<file path="src/rtl/dkey_pkg.sv">
// Shared definitions for the AES-128 decryption key schedule:
// round count, key width, FSM encoding, round constants and forward S-box.
package dkey_pkg;

  localparam int NR    = 10;
  localparam int KEY_W = 128;

  // Index of the last round key, sized to the index registers.
  localparam logic [3:0] LAST_RK = 4'd10;

  typedef enum logic [1:0] {
    ST_IDLE   = 2'd0,
    ST_EXPAND = 2'd1,
    ST_SERVE  = 2'd2
  } dkey_state_e;

  // Forward AES S-box, entry 0 first.
  localparam logic [7:0] SBOX [256] = '{
    8'h63, 8'h7c, 8'h77, 8'h7b, 8'hf2, 8'h6b, 8'h6f, 8'hc5, 8'h30, 8'h01, 8'h67, 8'h2b, 8'hfe, 8'hd7, 8'hab, 8'h76,
    8'hca, 8'h82, 8'hc9, 8'h7d, 8'hfa, 8'h59, 8'h47, 8'hf0, 8'had, 8'hd4, 8'ha2, 8'haf, 8'h9c, 8'ha4, 8'h72, 8'hc0,
    8'hb7, 8'hfd, 8'h93, 8'h26, 8'h36, 8'h3f, 8'hf7, 8'hcc, 8'h34, 8'ha5, 8'he5, 8'hf1, 8'h71, 8'hd8, 8'h31, 8'h15,
    8'h04, 8'hc7, 8'h23, 8'hc3, 8'h18, 8'h96, 8'h05, 8'h9a, 8'h07, 8'h12, 8'h80, 8'he2, 8'heb, 8'h27, 8'hb2, 8'h75,
    8'h09, 8'h83, 8'h2c, 8'h1a, 8'h1b, 8'h6e, 8'h5a, 8'ha0, 8'h52, 8'h3b, 8'hd6, 8'hb3, 8'h29, 8'he3, 8'h2f, 8'h84,
    8'h53, 8'hd1, 8'h00, 8'hed, 8'h20, 8'hfc, 8'hb1, 8'h5b, 8'h6a, 8'hcb, 8'hbe, 8'h39, 8'h4a, 8'h4c, 8'h58, 8'hcf,
    8'hd0, 8'hef, 8'haa, 8'hfb, 8'h43, 8'h4d, 8'h33, 8'h85, 8'h45, 8'hf9, 8'h02, 8'h7f, 8'h50, 8'h3c, 8'h9f, 8'ha8,
    8'h51, 8'ha3, 8'h40, 8'h8f, 8'h92, 8'h9d, 8'h38, 8'hf5, 8'hbc, 8'hb6, 8'hda, 8'h21, 8'h10, 8'hff, 8'hf3, 8'hd2,
    8'hcd, 8'h0c, 8'h13, 8'hec, 8'h5f, 8'h97, 8'h44, 8'h17, 8'hc4, 8'ha7, 8'h7e, 8'h3d, 8'h64, 8'h5d, 8'h19, 8'h73,
    8'h60, 8'h81, 8'h4f, 8'hdc, 8'h22, 8'h2a, 8'h90, 8'h88, 8'h46, 8'hee, 8'hb8, 8'h14, 8'hde, 8'h5e, 8'h0b, 8'hdb,
    8'he0, 8'h32, 8'h3a, 8'h0a, 8'h49, 8'h06, 8'h24, 8'h5c, 8'hc2, 8'hd3, 8'hac, 8'h62, 8'h91, 8'h95, 8'he4, 8'h79,
    8'he7, 8'hc8, 8'h37, 8'h6d, 8'h8d, 8'hd5, 8'h4e, 8'ha9, 8'h6c, 8'h56, 8'hf4, 8'hea, 8'h65, 8'h7a, 8'hae, 8'h08,
    8'hba, 8'h78, 8'h25, 8'h2e, 8'h1c, 8'ha6, 8'hb4, 8'hc6, 8'he8, 8'hdd, 8'h74, 8'h1f, 8'h4b, 8'hbd, 8'h8b, 8'h8a,
    8'h70, 8'h3e, 8'hb5, 8'h66, 8'h48, 8'h03, 8'hf6, 8'h0e, 8'h61, 8'h35, 8'h57, 8'hb9, 8'h86, 8'hc1, 8'h1d, 8'h9e,
    8'he1, 8'hf8, 8'h98, 8'h11, 8'h69, 8'hd9, 8'h8e, 8'h94, 8'h9b, 8'h1e, 8'h87, 8'he9, 8'hce, 8'h55, 8'h28, 8'hdf,
    8'h8c, 8'ha1, 8'h89, 8'h0d, 8'hbf, 8'he6, 8'h42, 8'h68, 8'h41, 8'h99, 8'h2d, 8'h0f, 8'hb0, 8'h54, 8'hbb, 8'h16
  };

  // Forward S-box lookup (encryption direction; key expansion never uses the inverse box).
  function automatic logic [7:0] sbox_fwd(input logic [7:0] b);
    return SBOX[b];
  endfunction

  // Round constant for expansion round r (1..10); unused indices give zero.
  function automatic logic [7:0] rcon_f(input logic [3:0] r);
    logic [7:0] rc;
    case (r)
      4'd1:    rc = 8'h01;
      4'd2:    rc = 8'h02;
      4'd3:    rc = 8'h04;
      4'd4:    rc = 8'h08;
      4'd5:    rc = 8'h10;
      4'd6:    rc = 8'h20;
      4'd7:    rc = 8'h40;
      4'd8:    rc = 8'h80;
      4'd9:    rc = 8'h1b;
      4'd10:   rc = 8'h36;
      default: rc = 8'h00;
    endcase
    return rc;
  endfunction

endpackage

</file>
<file path="src/rtl/dkey_step.sv">
// One AES-128 key-expansion round: derives round key r from round key r-1.
module dkey_step
  import dkey_pkg::*;
(
  input  logic [127:0] prev_key_i,
  input  logic [7:0]   rcon_i,
  output logic [127:0] next_key_o
);

  logic [31:0] w0_s, w1_s, w2_s, w3_s;
  logic [31:0] rot_s, sub_s, tmp_s;
  logic [31:0] n0_s, n1_s, n2_s, n3_s;

  // Word chain: each new word folds in the previous new word.
  always_comb begin
    w0_s  = prev_key_i[127:96];
    w1_s  = prev_key_i[95:64];
    w2_s  = prev_key_i[63:32];
    w3_s  = prev_key_i[31:0];
    rot_s = {w3_s[23:0], w3_s[31:24]};
    sub_s = {sbox_fwd(rot_s[31:24]), sbox_fwd(rot_s[23:16]),
             sbox_fwd(rot_s[15:8]),  sbox_fwd(rot_s[7:0])};
    tmp_s = sub_s ^ {rcon_i, 24'h000000};
    n0_s  = w0_s ^ tmp_s;
    n1_s  = w1_s ^ n0_s;
    n2_s  = w2_s ^ n1_s;
    n3_s  = w3_s ^ n2_s;
    next_key_o = {n0_s, n1_s, n2_s, n3_s};
  end

endmodule

</file>
<file path="src/rtl/dkey_schedule.sv">
// AES-128 decryption key schedule: expands the cipher key forward into
// round keys 0..10 (one per clock) and then presents them from 10 down to 0.
module dkey_schedule
  import dkey_pkg::*;
(
  input  logic         clk_i,
  input  logic         rst_i,
  input  logic         start_i,
  input  logic [127:0] cipher_key_i,
  output logic         busy_o,
  output logic         rk_valid_o,
  input  logic         rk_next_i,
  output logic [127:0] rk_out_o,
  output logic [3:0]   rk_idx_o,
  output logic         done_o
);

  dkey_state_e state_q, state_d;
  logic [3:0]  cnt_q, cnt_d;
  logic [3:0]  idx_q, idx_d;
  logic        done_q, done_d;

  // Key store deliberately has no reset: contents are only meaningful in SERVE.
  logic [KEY_W-1:0] mem_q [0:NR];

  logic             mem_we_s;
  logic [3:0]       mem_waddr_s;
  logic [KEY_W-1:0] mem_wdata_s;
  logic [3:0]       prev_idx_s;
  logic [KEY_W-1:0] prev_key_s;
  logic [KEY_W-1:0] next_key_s;

  // Source for the expansion round: the key written on the previous edge.
  always_comb begin
    if (cnt_q == 4'd0) begin
      prev_idx_s = 4'd0;
    end else begin
      prev_idx_s = cnt_q - 4'd1;
    end
    prev_key_s = mem_q[prev_idx_s];
  end

  dkey_step u_step (
    .prev_key_i (prev_key_s),
    .rcon_i     (rcon_f(cnt_q)),
    .next_key_o (next_key_s)
  );

  // Next-state logic: accept start, run the expansion, then walk keys downward.
  always_comb begin
    state_d     = state_q;
    cnt_d       = cnt_q;
    idx_d       = idx_q;
    done_d      = 1'b0;
    mem_we_s    = 1'b0;
    mem_waddr_s = cnt_q;
    mem_wdata_s = next_key_s;
    case (state_q)
      ST_IDLE: begin
        if (start_i) begin
          mem_we_s    = 1'b1;
          mem_waddr_s = 4'd0;
          mem_wdata_s = cipher_key_i;
          cnt_d       = 4'd1;
          state_d     = ST_EXPAND;
        end else begin
          state_d = ST_IDLE;
        end
      end
      ST_EXPAND: begin
        mem_we_s = 1'b1;
        if (cnt_q == LAST_RK) begin
          cnt_d   = 4'd0;
          idx_d   = LAST_RK;
          state_d = ST_SERVE;
        end else begin
          cnt_d = cnt_q + 4'd1;
        end
      end
      ST_SERVE: begin
        if (rk_next_i) begin
          if (idx_q == 4'd0) begin
            done_d  = 1'b1;
            state_d = ST_IDLE;
          end else begin
            idx_d = idx_q - 4'd1;
          end
        end else begin
          idx_d = idx_q;
        end
      end
      default: begin
        state_d = ST_IDLE;
        cnt_d   = 4'd0;
        idx_d   = 4'd0;
      end
    endcase
  end

  // Control registers; reset overrides start and rk_next in every state.
  always_ff @(posedge clk_i) begin
    if (rst_i) begin
      state_q <= ST_IDLE;
      cnt_q   <= 4'd0;
      idx_q   <= 4'd0;
      done_q  <= 1'b0;
    end else begin
      state_q <= state_d;
      cnt_q   <= cnt_d;
      idx_q   <= idx_d;
      done_q  <= done_d;
    end
  end

  // Key store write port; writes are suppressed while reset is held.
  always_ff @(posedge clk_i) begin
    if (!rst_i && mem_we_s) begin
      mem_q[mem_waddr_s] <= mem_wdata_s;
    end
  end

  // Output decode from registered state; rk_out follows idx with no extra latency.
  always_comb begin
    busy_o     = (state_q == ST_EXPAND);
    rk_valid_o = (state_q == ST_SERVE);
    done_o     = done_q;
    if (state_q == ST_SERVE) begin
      rk_out_o = mem_q[idx_q];
      rk_idx_o = idx_q;
    end else begin
      rk_out_o = 128'h0;
      rk_idx_o = 4'd0;
    end
  end

endmodule

</file>
<file path="config.mk">
export PLATFORM = sky130hd
export DESIGN_NAME = dkey_schedule
export DESIGN_NICKNAME = d
export VERILOG_FILES = /design/src/rtl/dkey_pkg.sv /design/src/rtl/dkey_step.sv /design/src/rtl/dkey_schedule.sv
export SDC_FILE = /design/constraint.sdc
export NUM_CORES = 2
export LEC_CHECK = 0
export BUFFER_PORTS_ARGS = -buffer_cell sky130_fd_sc_hd__buf_2
export CAP_MARGIN = 20
export CORE_MARGIN = 2
export CORE_UTILIZATION = 63
export DETAILED_ROUTE_END_ITERATION = 10
export PLACE_DENSITY = 0.83
export SETUP_SLACK_MARGIN = 0.4
export SYNTH_ARGS = -nofsm -noshare
export SYNTH_HDL_FRONTEND = slang
export SYNTH_HIERARCHICAL = 1
export SYNTH_SLANG_ARGS = --single-unit
</file>
<file path="constraint.sdc">
create_clock -name clk_i -period 11.35 [get_ports clk_i]
set_input_delay 1.135 -clock clk_i [delete_from_list [all_inputs] [get_ports clk_i]]
set_output_delay 1.135 -clock clk_i [all_outputs]
set_load 0.02 [all_outputs]
</file>
==> results.yml <==
final_layout:
  drive_above_1_share_pct: 21.92
  area_delta_synth_final_pct: 9.586
  final_nets: 6967
  fillCellCount: 8836
  layout_common_cells: "edfxtp_1, a21oi_1, nand2_1, mux2_2, mux4_2"
  multi_input_area_sq_um: 38990
  seq_area_sq_um: 42770
  commonest_non_fill_non_tap_cell_in_the_layout: "edfxtp_1"
critical_path:
  timing.critical_path.required_ps: 11860
  crit_chain: "or2_4 > buf_4 > a21oi_4 > buf_4 > a21oi_1 > a221oi_4 > buf_4 > clkinv_1 > ha_1 > buf_4 > nand2_1 > o21ai_0 > mux4_2 > a211oi_1 > o32ai_1 > xnor2_1 > xnor2_1 > mux2_2"
  critPathBufInv: 5
  path_common_cell: "buf_4"
  crit_family: "compound AO/OA/AOI/OAI gates"
  critical_path_class: "register to register"
  worstPathArrival_ps: 8500
  worst_path_max_delay_cell: "xnor2_1"
  worst-path-max-fanout: 33
  timing.critical_path.slowest_cell_delay_ps: 1010
  worst_setup_path_end_kind: "register"
  critPathLaunchType: "register"
placed_design:
  dpl.hpwl_um: 205600
  gp_congestion: 1.050
  place_worst_setup_slack_ps: 3756
  portBuffers: 266
die:
  die_height_um: 369.8
  die-width_um: 369.8
  floorplan.io_pins: 267
  rows: 134
  floorplan.initialDensity_pct: 63.33
  fp.dieArea_sq_um: 136800
  floorplan.core_area_sq_um: 133100
sta:
  postLayoutSetupSlackWorst_ps: 3370
  tightest_slew_ps: 1464
  timing.max_slew.rel_slack_pct: 2.386
  finalMaxSlewViolations: 0
  grt_setup_unrepaired: "no"
  achievable-frequency_mhz: 125.3
  worst_hold_slack_across_all_endpoints_ps: 525.0
  fin_skew_ps: 107.1
  min_period_over_period_pct: 70.31
  tns_ps: 0
  report.final.setup_viol: 0
  period_needed_ps: 7980
  timing.final.hold_violations: 0
status:
  status: "finished, violations left"
  failing_checks: "DRC"
synth:
  postSynthAreaPerCell_sq_um: 12.34
  synth-warning-count: 6
  postSynth.topFlopCell: "edfxtp_1"
  synth.largest_area_cell: "edfxtp_1"
  yosys_register_bits: 1431
  synthDistinctLibCells: 109
  synth-edff-count: 1408
  postSynthNetCount: 7034
  yosysTopAreaCellShare_pct: 50.15
  postSynthCellCount: 6832
  yosysSeqAreaShare_pct: 50.70
  async_flop_share_pct: 0
  biggest_area_contributors_in_the_synthesized_netlist: "edfxtp_1, mux4_2, mux2_2"
  netlist_area_sq_um: 84300
cts:
  cts.repair_timing.setup_buffer_count: 0
  cts_h_tree_depth: 4
  cts-buffers-inserted: 148
  clock_sink_total: 1431
  cts_repair_resize_count: 0
  hold_buffers: 0
  ctsRootBufferMaster: "clkbuf_16"
  clk_latency_ps: 860
  cts_buffer_depth: 3
  tritoncts: "built"
  cts.reportedPaths.clkPinSlew_ps: 60
pwr:
  power_frac_comb_pct: 55.5
  power_frac_clock_pct: 15.8
  power.ir.vdd_worst_mv: 0.2901
  cell_internal_pwr_mw: 17.17
  switching_share_of_power_pct: 46.03
  power.share.sequential_pct: 28.7
  pwr_density_cell_nw_per_um2: 344.3
  p_sw_mw: 14.64
  leakagePower_nw: 30.66
route:
  drc: 2
  wire_per_inst_um: 38.76
  first_iter_violations: 13320
  dr.pass1.iters: 10
  routed_wl_um: 336000
  total_number_of_vias: 69760
  drtAntennaViolNets: 0
  viasPerCell: 8.046
global_route:
  first_global_vias: 66880
  antenna_found_initial: 36
  wire_length_of_the_first_global_routing_pass_um: 475500
  grt_max_degree: 138
  grt.overflow.total: 0
  global_route.usage.total_pct: 48.16
min_path:
  timing.hold.worst.class: "register to register"
job:
  max_cap_viol_count: 0
==> cells by family after synthesis <==
kind of cell / after synthesis / share of synthesized area, %
AOI/OAI and AO/OA: 2024 / 17.18
DFF: 1431 / 50.70
and+or+nand+nor: 1347 / 7.792
muxes: 989 / 16.82
buffers and inverters: 759 / 3.903
xor gates and xnor gates: 212 / 2.560
adders and majority gates: 70 / 1.039
==> stage by stage <==
step	util [%]	cell area (sq um)	total power, mW	cells
3_3_place_gp	65.53	87240	25.43	8372
5_1_grt	69.39	92370	32.32	8664
3_5_place_dp	65.58	87310	25.62	8377
4_1_cts	69.33	92290	30.65	8647
2_1_floorplan	-	84300	19.34	6832
6_report	69.40	92390	31.81	8670
==> Yosys cell counts, types with 170 or more instances <==
library cell / number
a221oi_1: 287
buf_2: 227
mux2_2: 395
mux4_2: 302
nor2_1: 295
nand2_1: 416
clkbuf_1: 367
o211ai_1: 177
edfxtp_1: 1408
mux2i_1: 288
nand2b_1: 228
a21oi_1: 528
o21ai_0: 170
==> worst paths after layout <==
path	from	to	slack (ps)	depth (start not counted)
worst min register to register	state_q[0]$_SDFFE_PP0P_	state_q[0]$_SDFFE_PP0P_	520	2
worst max-delay path	cnt_q[0]$_SDFFE_PP0N_	mem_q[2][24]$_DFFE_PP_	3370	18
worst max register to register	cnt_q[0]$_SDFFE_PP0N_	mem_q[2][24]$_DFFE_PP_	3370	18
worst min-delay path	state_q[0]$_SDFFE_PP0P_	state_q[0]$_SDFFE_PP0P_	520	2
==> layout make-up <==
type / instances / area share, %
clock buffers: 189 / 4.198
repair buffers: 470 / 3.370
clock inverters: 81 / 1.199
well taps: 1768 / 2.394
multi-input cells: 4642 / 42.20
flip-flops and latches: 1431 / 46.30
inverters: 72 / 0.2979
diodes: 17 / 0.04605
==> routing by layer <==
layer | GRT usage [%] | share of wire (%) | vias up | routed length [um]
li1 | - | - | 27110 | -
met1 | 61.41 | 32 | 33650 | 108400
met2 | 69.18 | 42 | 7338 | 142700
met3 | 16.83 | 17 | 1640 | 56030
met4 | 33.04 | 8.5 | 26 | 28490
met5 | 1.049 | 0.11 | - | 368
==> worst min-delay path, delay by kind of cell (launching register included) <==
| kind | cells | cell delay, ps |
|---|---|---|
| AO/OA/AOI/OAI | 1 | 60 |
| flip-flops | 1 | 340 |
| AND/OR/NAND/NOR | 1 | 80 |
==> state kept, by name (all words and copies together) (netlist names), named ones only <==
| signal | flops |
|---|---|
| state_q | 2 |
| cnt_q | 4 |
| done_o | 1 |
| mem_q | 1408 |
| idx_q | 4 |
==> power by group through the flow <==
stage / Combinational (mW) / Sequential, mW / Clock (mW)
after global placement: 16.2 / 9.20 / 0
after global routing: 18.0 / 9.17 / 5.20
after floorplan: 10.2 / 9.16 / 0
final: 17.6 / 9.14 / 5.02
after CTS: 16.5 / 9.13 / 5.00
after detailed placement: 16.4 / 9.24 / 0
Note: power is estimated with default switching activity, not from simulation.
